File: src/rtl/sgf_align_shifter_if.sv
// Handshake and data bundle for the significand alignment shifter.
// The master is the requester (it drives start and the operands).
// The slave is the shifter (it returns busy, done and the aligned result).
interface sgf_align_shifter_if #(
  parameter int W_Sgf = 23,
  parameter int W_Exp = 8
);
  logic             start;
  logic [W_Sgf:0]   Sgf_In;
  logic [W_Exp-1:0] Shift_Amt;
  logic             busy;
  logic             done;
  logic [W_Sgf+2:0] Sgf_Align;

  modport master (
    output start,
    output Sgf_In,
    output Shift_Amt,
    input  busy,
    input  done,
    input  Sgf_Align
  );

  modport slave (
    input  start,
    input  Sgf_In,
    input  Shift_Amt,
    output busy,
    output done,
    output Sgf_Align
  );
endinterface

File: src/rtl/sgf_align_shifter.sv
// Sequential right-shifter that aligns the smaller operand's significand
// before a floating-point add. It shifts one bit per cycle and keeps
// guard and sticky bits, so the rounding stage sees the exact information
// it needs.
// Result layout is {aligned significand, guard, sticky}.
module sgf_align_shifter #(
  parameter int W_Sgf = 23,
  parameter int W_Exp = 8
) (
  input logic                clk,
  input logic                rst,
  sgf_align_shifter_if.slave bus
);

  // Working register width: significand (hidden bit included) plus guard and sticky.
  localparam int W_R   = W_Sgf + 3;
  // The counter must be able to hold W_R itself, which is the full shift-out count.
  localparam int W_CNT = $clog2(W_R + 1);

  typedef enum logic [1:0] {
    IDLE  = 2'd0,
    SHIFT = 2'd1,
    DONE  = 2'd2
  } state_t;

  state_t           state_q, state_d;
  logic [W_R-1:0]   r_q, r_d;
  logic [W_CNT-1:0] cnt_q, cnt_d;

  // Shift counts at or beyond the register width all produce the same full
  // shift-out. Saturating the count bounds the operation at W_R cycles.
  function automatic logic [W_CNT-1:0] clamp_cnt(input logic [W_Exp-1:0] amt);
    if (32'(amt) >= 32'(W_R)) begin
      return W_CNT'(W_R);
    end else begin
      return W_CNT'(amt);
    end
  endfunction

  // One alignment step. The significand moves right by one place.
  // The old guard bit is folded into sticky, and the old sticky is kept,
  // so sticky never clears once it has been set.
  function automatic logic [W_R-1:0] shift_step(input logic [W_R-1:0] r);
    return {1'b0, r[W_R-1:2], r[1] | r[0]};
  endfunction

  // Next-state logic: accept in IDLE, shift until the count runs out, then present the result.
  always_comb begin
    state_d = state_q;
    r_d     = r_q;
    cnt_d   = cnt_q;
    unique case (state_q)
      IDLE: begin
        if (bus.start) begin
          r_d     = {bus.Sgf_In, 2'b00};
          cnt_d   = clamp_cnt(bus.Shift_Amt);
          state_d = SHIFT;
        end
      end
      SHIFT: begin
        if (cnt_q != '0) begin
          r_d   = shift_step(r_q);
          cnt_d = cnt_q - W_CNT'(1);
        end else begin
          state_d = DONE;
        end
      end
      DONE: begin
        state_d = IDLE;
      end
      default: begin
        state_d = IDLE;
      end
    endcase
  end

  // State, working register and counter. Reset clears everything, so an in-flight operation is abandoned.
  always_ff @(posedge clk or posedge rst) begin
    if (rst) begin
      state_q <= IDLE;
      r_q     <= '0;
      cnt_q   <= '0;
    end else begin
      state_q <= state_d;
      r_q     <= r_d;
      cnt_q   <= cnt_d;
    end
  end

  // Status and result come straight from registers.
  // Reset therefore clears them immediately, and the result holds after done.
  assign bus.busy      = (state_q != IDLE);
  assign bus.done      = (state_q == DONE);
  assign bus.Sgf_Align = r_q;

endmodule
File: src/flat_wrapper.sv
// flat-port wrapper written by rule: the top's interface ports become plain ports
module sgf_align_shifter_flat 
#(
  parameter int W_Sgf = 23,
  parameter int W_Exp = 8
)
  (clk, rst, bus_start, bus_Sgf_In, bus_Shift_Amt, bus_busy, bus_done, bus_Sgf_Align);
  sgf_align_shifter_if #(.W_Sgf(W_Sgf), .W_Exp(W_Exp)) bus_i ();
  input logic clk;
  input logic rst;
  input wire logic [$bits(bus_i.start)-1:0] bus_start;
  input wire logic [$bits(bus_i.Sgf_In)-1:0] bus_Sgf_In;
  input wire logic [$bits(bus_i.Shift_Amt)-1:0] bus_Shift_Amt;
  output wire logic [$bits(bus_i.busy)-1:0] bus_busy;
  output wire logic [$bits(bus_i.done)-1:0] bus_done;
  output wire logic [$bits(bus_i.Sgf_Align)-1:0] bus_Sgf_Align;
  assign bus_i.start = bus_start;
  assign bus_i.Sgf_In = bus_Sgf_In;
  assign bus_i.Shift_Amt = bus_Shift_Amt;
  assign bus_busy = bus_i.busy;
  assign bus_done = bus_i.done;
  assign bus_Sgf_Align = bus_i.Sgf_Align;
  sgf_align_shifter #(.W_Sgf(W_Sgf), .W_Exp(W_Exp)) u_core (.clk(clk), .rst(rst), .bus(bus_i));
endmodule
File: config.mk
export PLATFORM = sky130hd
export DESIGN_NAME = sgf_align_shifter_flat
export DESIGN_NICKNAME = d
export VERILOG_FILES = /design/src/rtl/sgf_align_shifter_if.sv /design/src/rtl/sgf_align_shifter.sv /design/src/flat_wrapper.sv
export SDC_FILE = /design/constraint.sdc
export NUM_CORES = 1
export LEC_CHECK = 0
export CORE_UTILIZATION = 44
export DETAILED_ROUTE_END_ITERATION = 16
export PLACE_DENSITY = 0.78
export SLEW_MARGIN = 20
export SYNTH_ARGS = -nofsm -noshare
export SYNTH_HDL_FRONTEND = slang
export SYNTH_SLANG_ARGS = --single-unit
File: constraint.sdc
create_clock -name clk -period 2 [get_ports clk]
set_clock_uncertainty 0.15 [all_clocks]
set_input_delay 0.4 -clock clk [delete_from_list [all_inputs] [get_ports clk]]
set_output_delay 0.4 -clock clk [all_outputs]
set_load 0.1 [all_outputs]
==> out/metrics.cfg, run 1 <==
[outcome]
status=finished clean

[placement]
post-place-cells=293
place_hpwl_mm=3.23
placed_area_um2=2710
numPortBuffers=62
place.gp.congestion=0.804
place_ws_ps=-135

[setup_path]
slowest_delay_ps=390
timing.rr.start=u_core.cnt_q[0]
cp_slowest_cell=dfrtp_1
cp_data_required_time_ps=2010
crit_fanout=26
r2r_cells=7
crit_type=flop to flop
r2r_slack_ps=150
worst_setup_path_start_kind=flop
r2r-end=u_core.bus.Sgf_Align[9]
crit_arrival_ps=1860
cp_cell_sequence=inv_1 > ha_1 > nor4b_2 > o21ai_4 > buf_12 > nor2_1 > a31oi_2
worstSetupEndpointType=flop

[synth]
synth.cell_area_um2=1750
netlist_instances=186
ys_seq_area_share_pct=47.3
synth.net_count=222
ys_ff_latch=33
yosysUniqueCellTypes=29
ys.warnings.count=0
syn_avg_cell_area_um2=9.39

[clocking]
numCtsBuffers=5
cts_max_path_buffers=2
insertion_delay_ps=280
cts.sinks=33
cts_resized=0
cts_tree=yes
cts_root_buf=clkbuf_8
post_cts_buffers=0
cts-htree-levels=2
path_clk_slew_ps=70
postCtsHoldBufs=0

[final_layout]
fin_nets=288
mostFrequentLayoutCells=nand2_1, clkdlybuf4s50_1, dfrtp_1
num-fill-cells=268
final_common_cell=nand2_1
multi_input_area_um2=812
diodes=0
drive_gt1_share_pct=27.3
syn2layout_area_growth_pct=60.7
final_design_area_no_fill_um2=2810
finalNonFillerCells=301
seq_area_um2=826

[sta]
fin_ws_ps=149
tns_ps=0
post-route-period-util_pct=92.6
setup_viol=0
rsz0062_at_grt=no
max_slew_margin_pct=68.1
hold_viol=0
post-route-min-period_ps=1850
fmax_ghz=0.540
worstMarginPinSlew_ps=474
final_max_slew_viol_count=0

[route]
wl_per_cell_um=14.5
vias=1570
routed_wl_mm=4.37
drt_first_pass_iters=4
drc=0
drt_iter0_drc=91
antenna_left=0
vias_per_cell=5.22

[min_path]
hp-class=input port to async pin

[floorplan]
die_height_um=65.0
core_um2=3740
die_area_um2=4230
io_pins=63
start_util_pct=46.7
rows=22
die_width_um=65.0

[global_route]
grt_max_degree=34
grt_usage_pct=23.3
grt_pass1_wl_mm=7.31
antenna_found_initial=0
grt-ovfl-total=0
grt_pass1_vias=1528

[job]
cap_violations=0

how the worst max path moves through the flow:
stage	startpoint	to	slack (ps)	depth (start not counted)
6_report	u_core.cnt_q[0]	u_core.bus.Sgf_Align[9]	150	7
5_1_grt	u_core.cnt_q[0]	u_core.bus.Sgf_Align[9]	50	7
4_1_cts	u_core.cnt_q[0]	u_core.bus.Sgf_Align[9]	140	7
3_5_place_dp	bus_start	u_core.bus.Sgf_Align[9]	-130	6
3_3_place_gp	bus_start	u_core.bus.Sgf_Align[5]	-60	6
2_1_floorplan	u_core.state_q[0]	bus_done	220	1
cells in the mapped netlist:
master	instances	area (um2)
nand2_1	49	184
dfrtp_1	33	826
nor2_1	29	109
a31oi_2	20	250
inv_1	6	22.5
a31oi_1	5	31.3
o21ai_0	5	25.0
a21oi_1	4	20.0
buf_2	4	20.0
buf_8	3	45.0
nand2b_1	3	18.8
nor3_1	3	15.0
clkbuf_1	2	7.51
mux2i_1	2	20.0
nand3_1	2	10.0
nor2b_1	2	12.5
nor4_1	2	12.5
a211oi_1	1	7.51
a22o_1	1	8.76
a32oi_1	1	8.76
buf_4	1	7.51
buf_6	1	11.3
ha_1	1	12.5
nor4b_2	1	15.0
o211ai_1	1	7.51
o21ai_4	1	16.3
or2_2	1	6.26
or3b_1	1	8.76
or4_1	1	7.51
cell families after synthesis:
kind of cell,after synthesis,synth area share [%]
muxes,2,1.15
DFF,33,47.3
and+or+nand+nor,94,22.9
buffers and inverters,17,6.52
adders and majority gates,1,0.716
AOI/OAI and AO/OA,39,21.5
registers in the layout, indices dropped and copies added, names as in the netlist:
name                  cells
u_core.state_q            2
u_core.bus.Sgf_Align     26
u_core.cnt_q              5
metrics by stage:
stage | utilization, % | hold WS (ps)
global route | 75.0 | 399
detailed placement | 72.3 | 363
CTS | 75.0 | 372
floorplan | - | 327
finish | 75.0 | 377
global placement | 72.3 | 352
per-layer routing:
layer | wire length [um] | vias to the layer above | track usage (%)
met4 | 44 | 0 | 7.50
met1 | 1860 | 744 | 28.9
met2 | 2250 | 52 | 39.2
met5 | 0 | - | 0
met3 | 216 | 5 | 5.99
li1 | - | 769 | -
cell type report:
type	count	area share (%)
clock inverter	1	0.178
tap	48	2.14
inverter	6	0.802
multi-input combinational	136	28.9
clock buffer	7	3.43
sequential	33	29.4
timing repair buffer	70	35.1
critical path: cells and delay by family (launching register included):
| family | cells | cell delay, ps |
|---|---|---|
| AOI/OAI and AO/OA | 2 | 180 |
| adders and majority gates | 1 | 200 |
| buffers and inverters | 2 | 280 |
| DFF | 1 | 390 |
| and+or+nand+nor | 2 | 520 |
Power of run 1 is not shown: default switching activity piles up to over one toggle a cycle in this logic, so the estimate is an artifact.
==> run 2, diff against run 1 <==
--- a/config.mk
+++ b/config.mk
@@ -5,9 +5,11 @@
 export SDC_FILE = /design/constraint.sdc
 export NUM_CORES = 1
 export LEC_CHECK = 0
-export CORE_UTILIZATION = 44
+export CORE_ASPECT_RATIO = 1.5
+export CORE_UTILIZATION = 35
+export CTS_CLUSTER_DIAMETER = 200
 export DETAILED_ROUTE_END_ITERATION = 16
-export PLACE_DENSITY = 0.78
+export PLACE_DENSITY = 0.64
 export SLEW_MARGIN = 20
 export SYNTH_ARGS = -nofsm -noshare
 export SYNTH_HDL_FRONTEND = slang
==> run 2 against run 1 <==
Against the previous run: first-iteration DRC count decreased by 30%; clock-buffer cell count unchanged; sequential share of layout area shrank 0.59 points; core utilization decreased by 15 points; cell area increased by 2.1%; setup slack improved by 2.6 ps; non-clock buffer count increased by 1; critical endpoint is now u_core.cnt_q[3]; largest cell class unchanged.
==> out/metrics.cfg, run 2 (synthesis gave the netlist of run 1 again) <==
[sta]
setup_viol=0  ; unchanged
post-route-min-period_ps=1850  ; about the same
whs_ps=353  ; was 377 ps
worstMarginPinSlew_ps=416  ; was 474 ps
rsz0062_at_grt=no  ; unchanged
fmax_ghz=0.541  ; was 0.540 GHz
final_max_slew_viol_count=0  ; unchanged
hold_viol=0  ; unchanged
max_slew_margin_pct=72.2  ; was 68.1%
post-route-period-util_pct=92.4  ; was 92.6%

[route]
antenna_left=0  ; unchanged
drt_iter0_drc=64  ; was 91
drc=0  ; unchanged
drt_first_pass_iters=4  ; unchanged
vias_per_cell=4.92  ; was 5.22
wl_per_cell_um=12.9  ; was 14.5 um
vias=1573  ; was 1570
routed_wl_mm=4.12  ; was 4.37 mm

[placement]
numPortBuffers=62  ; unchanged
placed_area_um2=2750  ; was 2710 um2
post-place-cells=312  ; was 293
place.gp.congestion=0.836  ; was 0.804
place_hpwl_mm=2.98  ; was 3.23 mm

[clocking]
path_clk_slew_ps=70  ; about the same
numCtsBuffers=5  ; unchanged
cts-htree-levels=2  ; unchanged
cts_max_path_buffers=2  ; unchanged
insertion_delay_ps=280  ; about the same
cts_resized=0  ; unchanged
post_cts_buffers=0  ; unchanged
postCtsHoldBufs=0  ; unchanged
cts_tree=yes  ; unchanged
cts_root_buf=clkbuf_8  ; unchanged
cts.sinks=33  ; unchanged

[floorplan]
die_height_um=88.5  ; was 65.0 um
die_area_um2=5280  ; was 4230 um2
io_pins=63  ; unchanged
core_um2=4810  ; was 3740 um2
die_width_um=59.7  ; was 65.0 um
start_util_pct=36.3  ; was 46.7%
rows=31  ; was 22

[final_layout]
mostFrequentLayoutCells=nand2_1, clkdlybuf4s50_1, dfrtp_1  ; unchanged
largest_reg_flops=26  ; unchanged
syn2layout_area_growth_pct=64.0  ; was 60.7%
post-route-util_pct=59.6  ; was 75.0%
diodes=0  ; unchanged
fin_nets=289  ; was 288
final_design_area_no_fill_um2=2870  ; was 2810 um2
final_common_cell=nand2_1  ; unchanged
drive_gt1_share_pct=27.2  ; was 27.3%
finalNonFillerCells=320  ; was 301

[setup_path]
cp_slowest_cell=dfrtp_1  ; unchanged
slowest_delay_ps=400  ; was 390 ps
worstSetupEndpointType=flop  ; unchanged
cp_cell_sequence=inv_1 > ha_1 > nor4b_2 > o21ai_4 > buf_12 > a21oi_1 > a21oi_1  ; was inv_1 > ha_1 > nor4b_2 > o21ai_4 > buf_12 > nor2_1 > a31oi_2
crit_fanout=23  ; was 26
crit_type=flop to flop  ; unchanged
worst_setup_path_start_kind=flop  ; unchanged
crit_arrival_ps=1870  ; was 1860 ps
r2r_slack_ps=150  ; about the same
cp_common_cell=a21oi_1
cp_data_required_time_ps=2020  ; was 2010 ps

[global_route]
antenna_found_initial=0  ; unchanged
grt_pass1_wl_mm=7.07  ; was 7.31 mm
grt_max_degree=34  ; unchanged
grt_usage_pct=18.1  ; was 23.3%
grt_pass1_vias=1588  ; was 1528
grt-ovfl-total=0  ; unchanged

[job]
cap_violations=0  ; unchanged

[outcome]
status=finished clean  ; unchanged

[min_path]
hp-class=input port to async pin  ; unchanged

## run 2: cell count changes in the layout (fill, tap and decap cells not counted), sizes merged
cell,delta
buf,+1
bufinv,+1
clkinv,-1
## run 2: path summary, 6_finish.rpt
path | cells after the start | end | from
worst min-delay path | 3 | u_core.cnt_q[0] | rst
worst max register to register | 7 | u_core.cnt_q[3] | u_core.cnt_q[0]
min in group clk | 1 | u_core.state_q[1] | u_core.cnt_q[4]
worst max-delay path | 7 | u_core.cnt_q[3] | u_core.cnt_q[0]
worst min register to register | 1 | u_core.state_q[1] | u_core.cnt_q[4]
max in group asynchronous | 3 | u_core.bus.Sgf_Align[4] | rst
## run 2: critical path: cells and delay by family, from the launching register on
kind	cells	cell delay [ps]
flops	1	400
simple gates	1	390
compound gates	3	320
buf+inv	2	270
fa+ha+maj	1	200
## run 2: layout make-up
| class | count | area [um2] |
|---|---|---|
| clock buffer | 7 | 86.3 |
| clock inverter | 1 | 30.0 |
| fill | 414 | 1940 |
| inverter | 6 | 22.5 |
| multi-input combinational | 136 | 812 |
| sequential | 33 | 826 |
| tap | 66 | 82.6 |
| timing repair buffer | 71 | 1010 |
## run 2: routing by layer
metal,GRT usage [%],up-vias,wire length (um)
met5,0,-,0
met4,10.8,0,121
met3,4.39,10,178
met2,31.5,49,2180
met1,19.3,748,1640
li1,-,766,-
## run 2: stage by stage
stage | setup TNS [ps] | worst slack (ps)
6_report | 0 | 151
5_1_grt | 0 | 7.96
4_1_cts | 0 | 143
3_5_place_dp | -1640 | -85.6
3_3_place_gp | -1050 | -58.3
2_1_floorplan | 0 | 221
Power of run 2 is left out for the same reason.
